### config.mk
export PLATFORM = sky130hd
export DESIGN_NAME = pwm_compare
export DESIGN_NICKNAME = d
export VERILOG_FILES = /design/src/rtl/pwm_compare.sv
export SDC_FILE = /design/constraint.sdc
export NUM_CORES = 1
export LEC_CHECK = 0
export CORE_MARGIN = 2
export CORE_UTILIZATION = 53
export CTS_CLUSTER_DIAMETER = 80
export DETAILED_ROUTE_END_ITERATION = 6
export MAX_ROUTING_LAYER = met4
export PLACE_DENSITY = 0.84
export SLEW_MARGIN = 20
export SYNTH_ARGS = -nofsm -noshare
export SYNTH_HDL_FRONTEND = slang
export SYNTH_SLANG_ARGS = --single-unit
### constraint.sdc
create_clock -name clk -period 4.39 [get_ports clk]
set_input_delay 0.439 -clock clk [delete_from_list [all_inputs] [get_ports clk]]
set_output_delay 0.439 -clock clk [all_outputs]
set_load 0.05 [all_outputs]
### src/rtl/pwm_compare.sv
// PWM comparator driven by an external 8-bit up-counter. A duty value is
// handshaked into a shadow register and moved to the active compare value only at period boundaries.
module pwm_compare (
    input  logic        clk,
    input  logic        clear,
    input  logic        en,
    input  logic [7:0]  count,
    input  logic [7:0]  duty_in,
    input  logic        duty_valid,
    output logic        duty_ready,
    output logic        pwm_out,
    output logic        period_done,
    output logic [15:0] period_cnt
);

    typedef enum logic [1:0] {
        IDLE  = 2'd0,
        ARMED = 2'd1,
        RUN   = 2'd2
    } state_t;

    state_t      state_q, state_d;
    logic [7:0]  shadow_q, shadow_d;
    logic        pending_q, pending_d;
    logic [7:0]  active_q, active_d;
    logic        pwm_q, pwm_d;
    logic        done_q, done_d;
    logic [15:0] pcnt_q, pcnt_d;
    logic        accept;
    logic        xfer;

    assign duty_ready  = ~pending_q & ~clear;
    assign pwm_out     = pwm_q;
    assign period_done = done_q;
    assign period_cnt  = pcnt_q;

    always_comb begin
        state_d = state_q;
        case (state_q)
            IDLE:    if (en) state_d = ARMED;
            ARMED:   if (!en) state_d = IDLE;
                     else if (count == 8'h00) state_d = RUN;
            RUN:     if (!en) state_d = IDLE;
            default: state_d = IDLE;
        endcase

        accept = duty_valid & duty_ready;
        xfer   = pending_q & ((state_q != RUN) | (count == 8'hFF));

        // A value accepted alongside a transfer lands in shadow only; active takes the old shadow.
        shadow_d  = accept ? duty_in : shadow_q;
        active_d  = xfer ? shadow_q : active_q;
        pending_d = pending_q;
        if (xfer)   pending_d = 1'b0;
        if (accept) pending_d = 1'b1;

        // Compare on the edge entering RUN too, so count 0 of the first period is covered.
        pwm_d  = (state_d == RUN) && (count < active_q);
        done_d = (state_q == RUN) && en && (count == 8'hFF);
        pcnt_d = pcnt_q + {15'd0, done_d};
    end

    always_ff @(posedge clk) begin
        if (clear) begin
            state_q   <= IDLE;
            shadow_q  <= 8'h00;
            pending_q <= 1'b0;
            active_q  <= 8'h00;
            pwm_q     <= 1'b0;
            done_q    <= 1'b0;
            pcnt_q    <= 16'h0000;
        end else begin
            state_q   <= state_d;
            shadow_q  <= shadow_d;
            pending_q <= pending_d;
            active_q  <= active_d;
            pwm_q     <= pwm_d;
            done_q    <= done_d;
            pcnt_q    <= pcnt_d;
        end
    end

endmodule

==> results.json, run 1 <==
{
  "die_width_um": 60.7,
  "synthArstFlopShare": 0,
  "fin_hold_ws_ns": 0.459,
  "crit_top_cell": "clkdlybuf4s50_1",
  "cts_sinks": 37,
  "gp_congestion": 0.889,
  "drv_slew": 0,
  "required_ns": 3.95,
  "io_buffer_count": 38,
  "drive_gt1_frac": 0.0439,
  "design.portCount": 39,
  "synthCells": 191,
  "hpwl_um": 2760,
  "num_vias": 1484,
  "synth_flop_cell": "dfxtp_1",
  "core_region_area_um2": 3050,
  "skew_ns": 0.00713,
  "fin_util": 0.703,
  "via_per_inst": 5.46,
  "slowest_delay_ns": 0.82,
  "drt_wl_total_um": 3660,
  "cts_tree": "done",
  "yosysWarningCount": 0,
  "holdCritPathClass": "reg2reg",
  "critPathMaxFanout": 43,
  "cp_slowest_cell": "clkdlybuf4s50_1",
  "yosysTopAreaCell": "dfxtp_1",
  "peakVddDrop_mv": 0.245,
  "fin_tns_setup_ns": 0,
  "die_h_um": 60.7,
  "crit_arrival_ns": 2.06,
  "max-cap-violations": 0,
  "finalCritPeriodShare": 0.569,
  "path_cells": "clkdlybuf4s50_1 > buf_4 > nor2_1 > clkdlybuf4s50_1",
  "setup_viol": 0,
  "area_growth_pct": 26.2,
  "clk_pin_slew_ns": 0.10,
  "routedWlPerCell_um": 13.4,
  "n_antenna_cell": 0,
  "post_cts_buffers": 0,
  "ant_nets": 0,
  "grt_pass1_vias": 1382,
  "clock_path_buffers": 2,
  "drc_errors": 0,
  "rrSetupSlack_ns": 2.32,
  "syn-cell-area_um2": 1700,
  "final_nets": 256,
  "synth_cell_types": 34,
  "leakage_nw": 0.765,
  "yosysSeqAreaShare": 0.435,
  "grt_max_degree": 44,
  "cts-buffers-inserted": 5,
  "antenna_found_initial": 0,
  "synth_commonest_cells": "dfxtp_1 (37), nand2_1 (19), nor2_1 (14)",
  "insertion_delay_ns": 0.34,
  "max_freq_ghz": 0.401,
  "track_usage": 0.234,
  "grt_setup_unrepaired": "no",
  "h-tree-depth": 2,
  "cts_hold_buf": 0,
  "grt_pass1_wl_um": 6100,
  "synth.area.top_cells": "dfxtp_1 (44%), ha_1 (6.6%), xor2_1 (4.6%)",
  "ys_seq_elements": 37,
  "pwr_density_cell_nw_per_um2": 266,
  "yosysMostFrequentCell": "dfxtp_1",
  "min_period_ns": 2.50,
  "hold_viol": 0,
  "root_buffer": "clkbuf_4",
  "rows": 20,
  "start_util": 0.557,
  "worstMarginPinSlew_ns": 0.504,
  "cp-end-kind": "output port",
  "syn_area_per_cell_um2": 8.91,
  "netlist.area_leader.share": 0.435,
  "overflow": 0,
  "total_power_w": 0.000572,
  "crit_type": "in2out",
  "drt_iter0_markers": 76,
  "slew-limit-headroom": 0.663,
  "final_cells": 272,
  "placed_cells": 264,
  "die-area_um2": 3680,
  "cp-start-kind": "input port",
  "cts-resized-gates": 0,
  "drtPass1Iterations": 4,
  "status": "complete, no violations",
  "synth.net_count": 220,
  "synth_edf_count": 0
}
-- cell usage in the layout, fill, tap and decap left out, types with 2 or more instances in the layout --
cell type / instances
nand3_1: 6
nand2b_1: 4
ha_1: 9
clkdlybuf4s50_1: 38
o31ai_1: 7
nand4_1: 11
o21ai_0: 3
inv_1: 8
or3_1: 4
a21o_1: 2
clkbuf_4: 5
xnor2_1: 3
a21oi_1: 13
nor2b_1: 4
dfxtp_1: 37
nor2_1: 14
clkbuf_1: 3
and2_1: 3
nand4b_1: 8
nor4_1: 4
nor3_1: 2
nand2_1: 19
xor2_1: 9
-- worst paths after layout --
path,to,from,cells past startpoint
hold / removal,shadow_q[1],shadow_q[1],2
setup / recovery,duty_ready,clear,4
hold reg to reg,shadow_q[1],shadow_q[1],2
setup reg to reg,period_cnt[14],state_q[0],7
-- report_power, final --
group / total (W) / switching [W] / leakage, nW / internal (W)
logic: 0.0000559 / 0.0000274 / 0.438 / 0.0000284
clock network: 0.000169 / 0.000105 / 0.0265 / 0.0000639
registers: 0.000347 / 0.00000479 / 0.300 / 0.000342
total: 0.000572 / 0.000138 / 0.765 / 0.000435
-- per-stage QoR --
step / worst slack, ns / cell area, um2
6_report: 1.89 / 2150
5_1_grt: 1.81 / 2150
4_1_cts: 1.89 / 2150
3_5_place_dp: 1.66 / 2100
3_3_place_gp: 1.78 / 2100
2_1_floorplan: 2.42 / 1700
-- cells by family after synthesis --
family	synth area share
XOR/XNOR	0.0618
AND/OR/NAND/NOR	0.275
AO/OA/AOI/OAI	0.117
adder cells (fa/ha/maj)	0.0662
flip-flops	0.435
buffers and inverters	0.0449
-- sequential cells by signal, summed over array words and instances, names as in the netlist --
| name | flops |
|---|---|
| active_q | 8 |
| pending_q | 1 |
| state_q | 2 |
| pwm_out | 1 |
| shadow_q | 8 |
| period_cnt | 16 |
| period_done | 1 |
-- layer usage --
layer	GRT usage	wire length [um]
met5	-	0
met4	0.0932	63
met3	0.0597	179
met2	0.375	1840
met1	0.280	1580
-- worst max-delay path, delay by kind of cell --
family	cells	cell delay [ns]
buf+inv	3	1.47
simple gates	1	0.14
-- final cells by class --
cell class | count | area (um2)
clock buffers | 8 | 48.8
fillers | 266 | 906
inverters | 8 | 30.0
multi-input cells | 136 | 885
flip-flops and latches | 37 | 741
well taps | 44 | 55.1
repair buffers | 39 | 388
(Power assumes the default switching activity.)
==> run 2, diff against run 1 <==
- CORE_UTILIZATION: 53 -> 49
- PLACE_DENSITY: 0.84 -> 0.78
- clock period: 4.39 -> 2.5 ns (I/O delays scaled with it)
==> results.json, run 2 (synthesis gave the netlist of run 1 again) <==
{
  "area_growth_pct": 28.2,
  "antenna_found_initial": 0,
  "p_sw_frac": 0.240,
  "path_cells": "clkdlybuf4s50_1 > nand4_1 > nor4_1 > ha_1 > ha_1 > nand2_4 > or3_1 > a21oi_1",
  "root_buffer": "clkbuf_4",
  "gp_congestion": 0.861,
  "drt_wl_total_um": 3470,
  "h-tree-depth": 2,
  "mostFrequentLayoutCells": "dfxtp_1 (37), clkdlybuf4s50_1 (37), nand2_1 (19)",
  "cp-start-kind": "input port",
  "hpwl_um": 2560,
  "p_int_w": 0.000766,
  "min_period_ns": 2.03,
  "drt_iter0_markers": 93,
  "max_freq_ghz": 0.492,
  "core_region_area_um2": 3340,
  "clk_pin_slew_ns": 0.11,
  "hold_path_startpoint": "duty_in[4]",
  "die-area_um2": 3960,
  "leakage_nw": 0.784,
  "ant_nets": 0,
  "cp-end-kind": "register",
  "r2r_start": "state_q[0]",
  "power_frac_clock": 0.295,
  "critical_path.startpoint": "count[5]",
  "start_util": 0.510,
  "critPathMaxFanout": 4,
  "largest_register_ffs": 16,
  "insertion_delay_ns": 0.34,
  "rows": 21,
  "num_vias": 1491,
  "final_nets": 259,
  "seqPwrFrac": 0.604,
  "fin_tns_setup_ns": 0,
  "holdCritPathClass": "in2reg",
  "grt_max_degree": 43,
  "path_delay_family": "simple AND/OR/NAND/NOR gates",
  "cp.buffers_inverters": 1,
  "p_comb_frac": 0.100,
  "cts-resized-gates": 0,
  "grt_pass1_wl_um": 6080,
  "cts_sinks": 37,
  "drc_errors": 0,
  "n_antenna_cell": 0,
  "pwr_density_cell_nw_per_um2": 462,
  "drv_slew": 0,
  "worstMarginPinSlew_ns": 0.514,
  "track_usage": 0.199,
  "timing.final.ws_setup_ns": 0.468,
  "status": "complete, no violations",
  "drtPass1Iterations": 4,
  "fillers": 297,
  "crit_type": "in2reg",
  "cts-buffers-inserted": 5,
  "clock_path_buffers": 2,
  "die_h_um": 62.9,
  "routedWlPerCell_um": 12.5,
  "overflow": 0,
  "peakVddDrop_mv": 0.297,
  "crit_top_cell": "ha_1",
  "fin_hold_ws_ns": 0.442,
  "setup_viol": 0,
  "slew-limit-headroom": 0.656,
  "via_per_inst": 5.38,
  "p_sw_w": 0.000241,
  "drive_gt1_frac": 0.0606,
  "grt_pass1_vias": 1345,
  "post_cts_buffers": 0,
  "slowest_delay_ns": 0.52,
  "die_width_um": 62.9,
  "pre_cts_ws_ns": 0.145,
  "required_ns": 2.77,
  "grt_setup_unrepaired": "no",
  "design.portCount": 39,
  "crit_arrival_ns": 2.30,
  "cts_hold_buf": 0,
  "cp_slowest_cell": "clkdlybuf4s50_1",
  "max-cap-violations": 0,
  "hold_viol": 0,
  "skew_ns": 0.00687,
  "cts_tree": "done",
  "io_buffer_count": 38,
  "finalCritPeriodShare": 0.813
}
run 2: cell count changes in the layout (fill, tap and decap cells not counted):
cell             previous run  this run
buf_4                       1         4
clkdlybuf4s50_1            38        37
buf_12                      0         1
run 2: path summary, 6_finish.rpt:
path,to,slack [ns],cells past startpoint
max,period_cnt[14],0.47,8
min,shadow_q[4],0.44,3
max reg2reg,period_cnt[14],0.53,7
min reg2reg,shadow_q[2],0.46,2
run 2: final cells by class:
class                      instances  area [um2]  share of cell area
clock buffer                       8        48.8              0.0224
multi-input combinational        136         885               0.405
tap                               46        57.6              0.0264
sequential                        37         741               0.339
timing repair buffer              42         420               0.193
inverter                           8        30.0              0.0138
run 2: per-layer routing:
metal / wire [um] / global-route usage / share of wire / vias up
met2: 1490 / 0.275 / 0.43 / 37
met5: 0 / - / 0 / -
met3: 140 / 0.0432 / 0.040 / 9
met4: 119 / 0.119 / 0.034 / 0
met1: 1720 / 0.265 / 0.50 / 687
li1: - / - / - / 758
run 2: tightest hold or removal path, cell delays in order:
cell,delay [ns]
clkdlybuf4s50_1,0.39
nand2_1,0.05
a21oi_1,0.05
run 2: metrics by stage:
| stage | total power [W] | util | cells | area [um2] |
|---|---|---|---|---|
| after global routing | 0.00106 | 0.654 | 277 | 2180 |
| after floorplan | 0.000674 | - | 191 | 1700 |
| final | 0.00101 | 0.654 | 277 | 2180 |
| after CTS | 0.00102 | 0.654 | 277 | 2180 |
| after global placement | 0.000722 | 0.639 | 269 | 2130 |
| after detailed placement | 0.000724 | 0.639 | 269 | 2130 |
run 2: power by group through the flow:
stage	clock network (W)	registers, W	logic (W)
final	0.000298	0.000609	0.000101
after floorplan	0	0.000619	0.0000548
after detailed placement	0	0.000623	0.000101
after global routing	0.000334	0.000612	0.000113
after global placement	0	0.000622	0.0000997
after CTS	0.000309	0.000609	0.000102
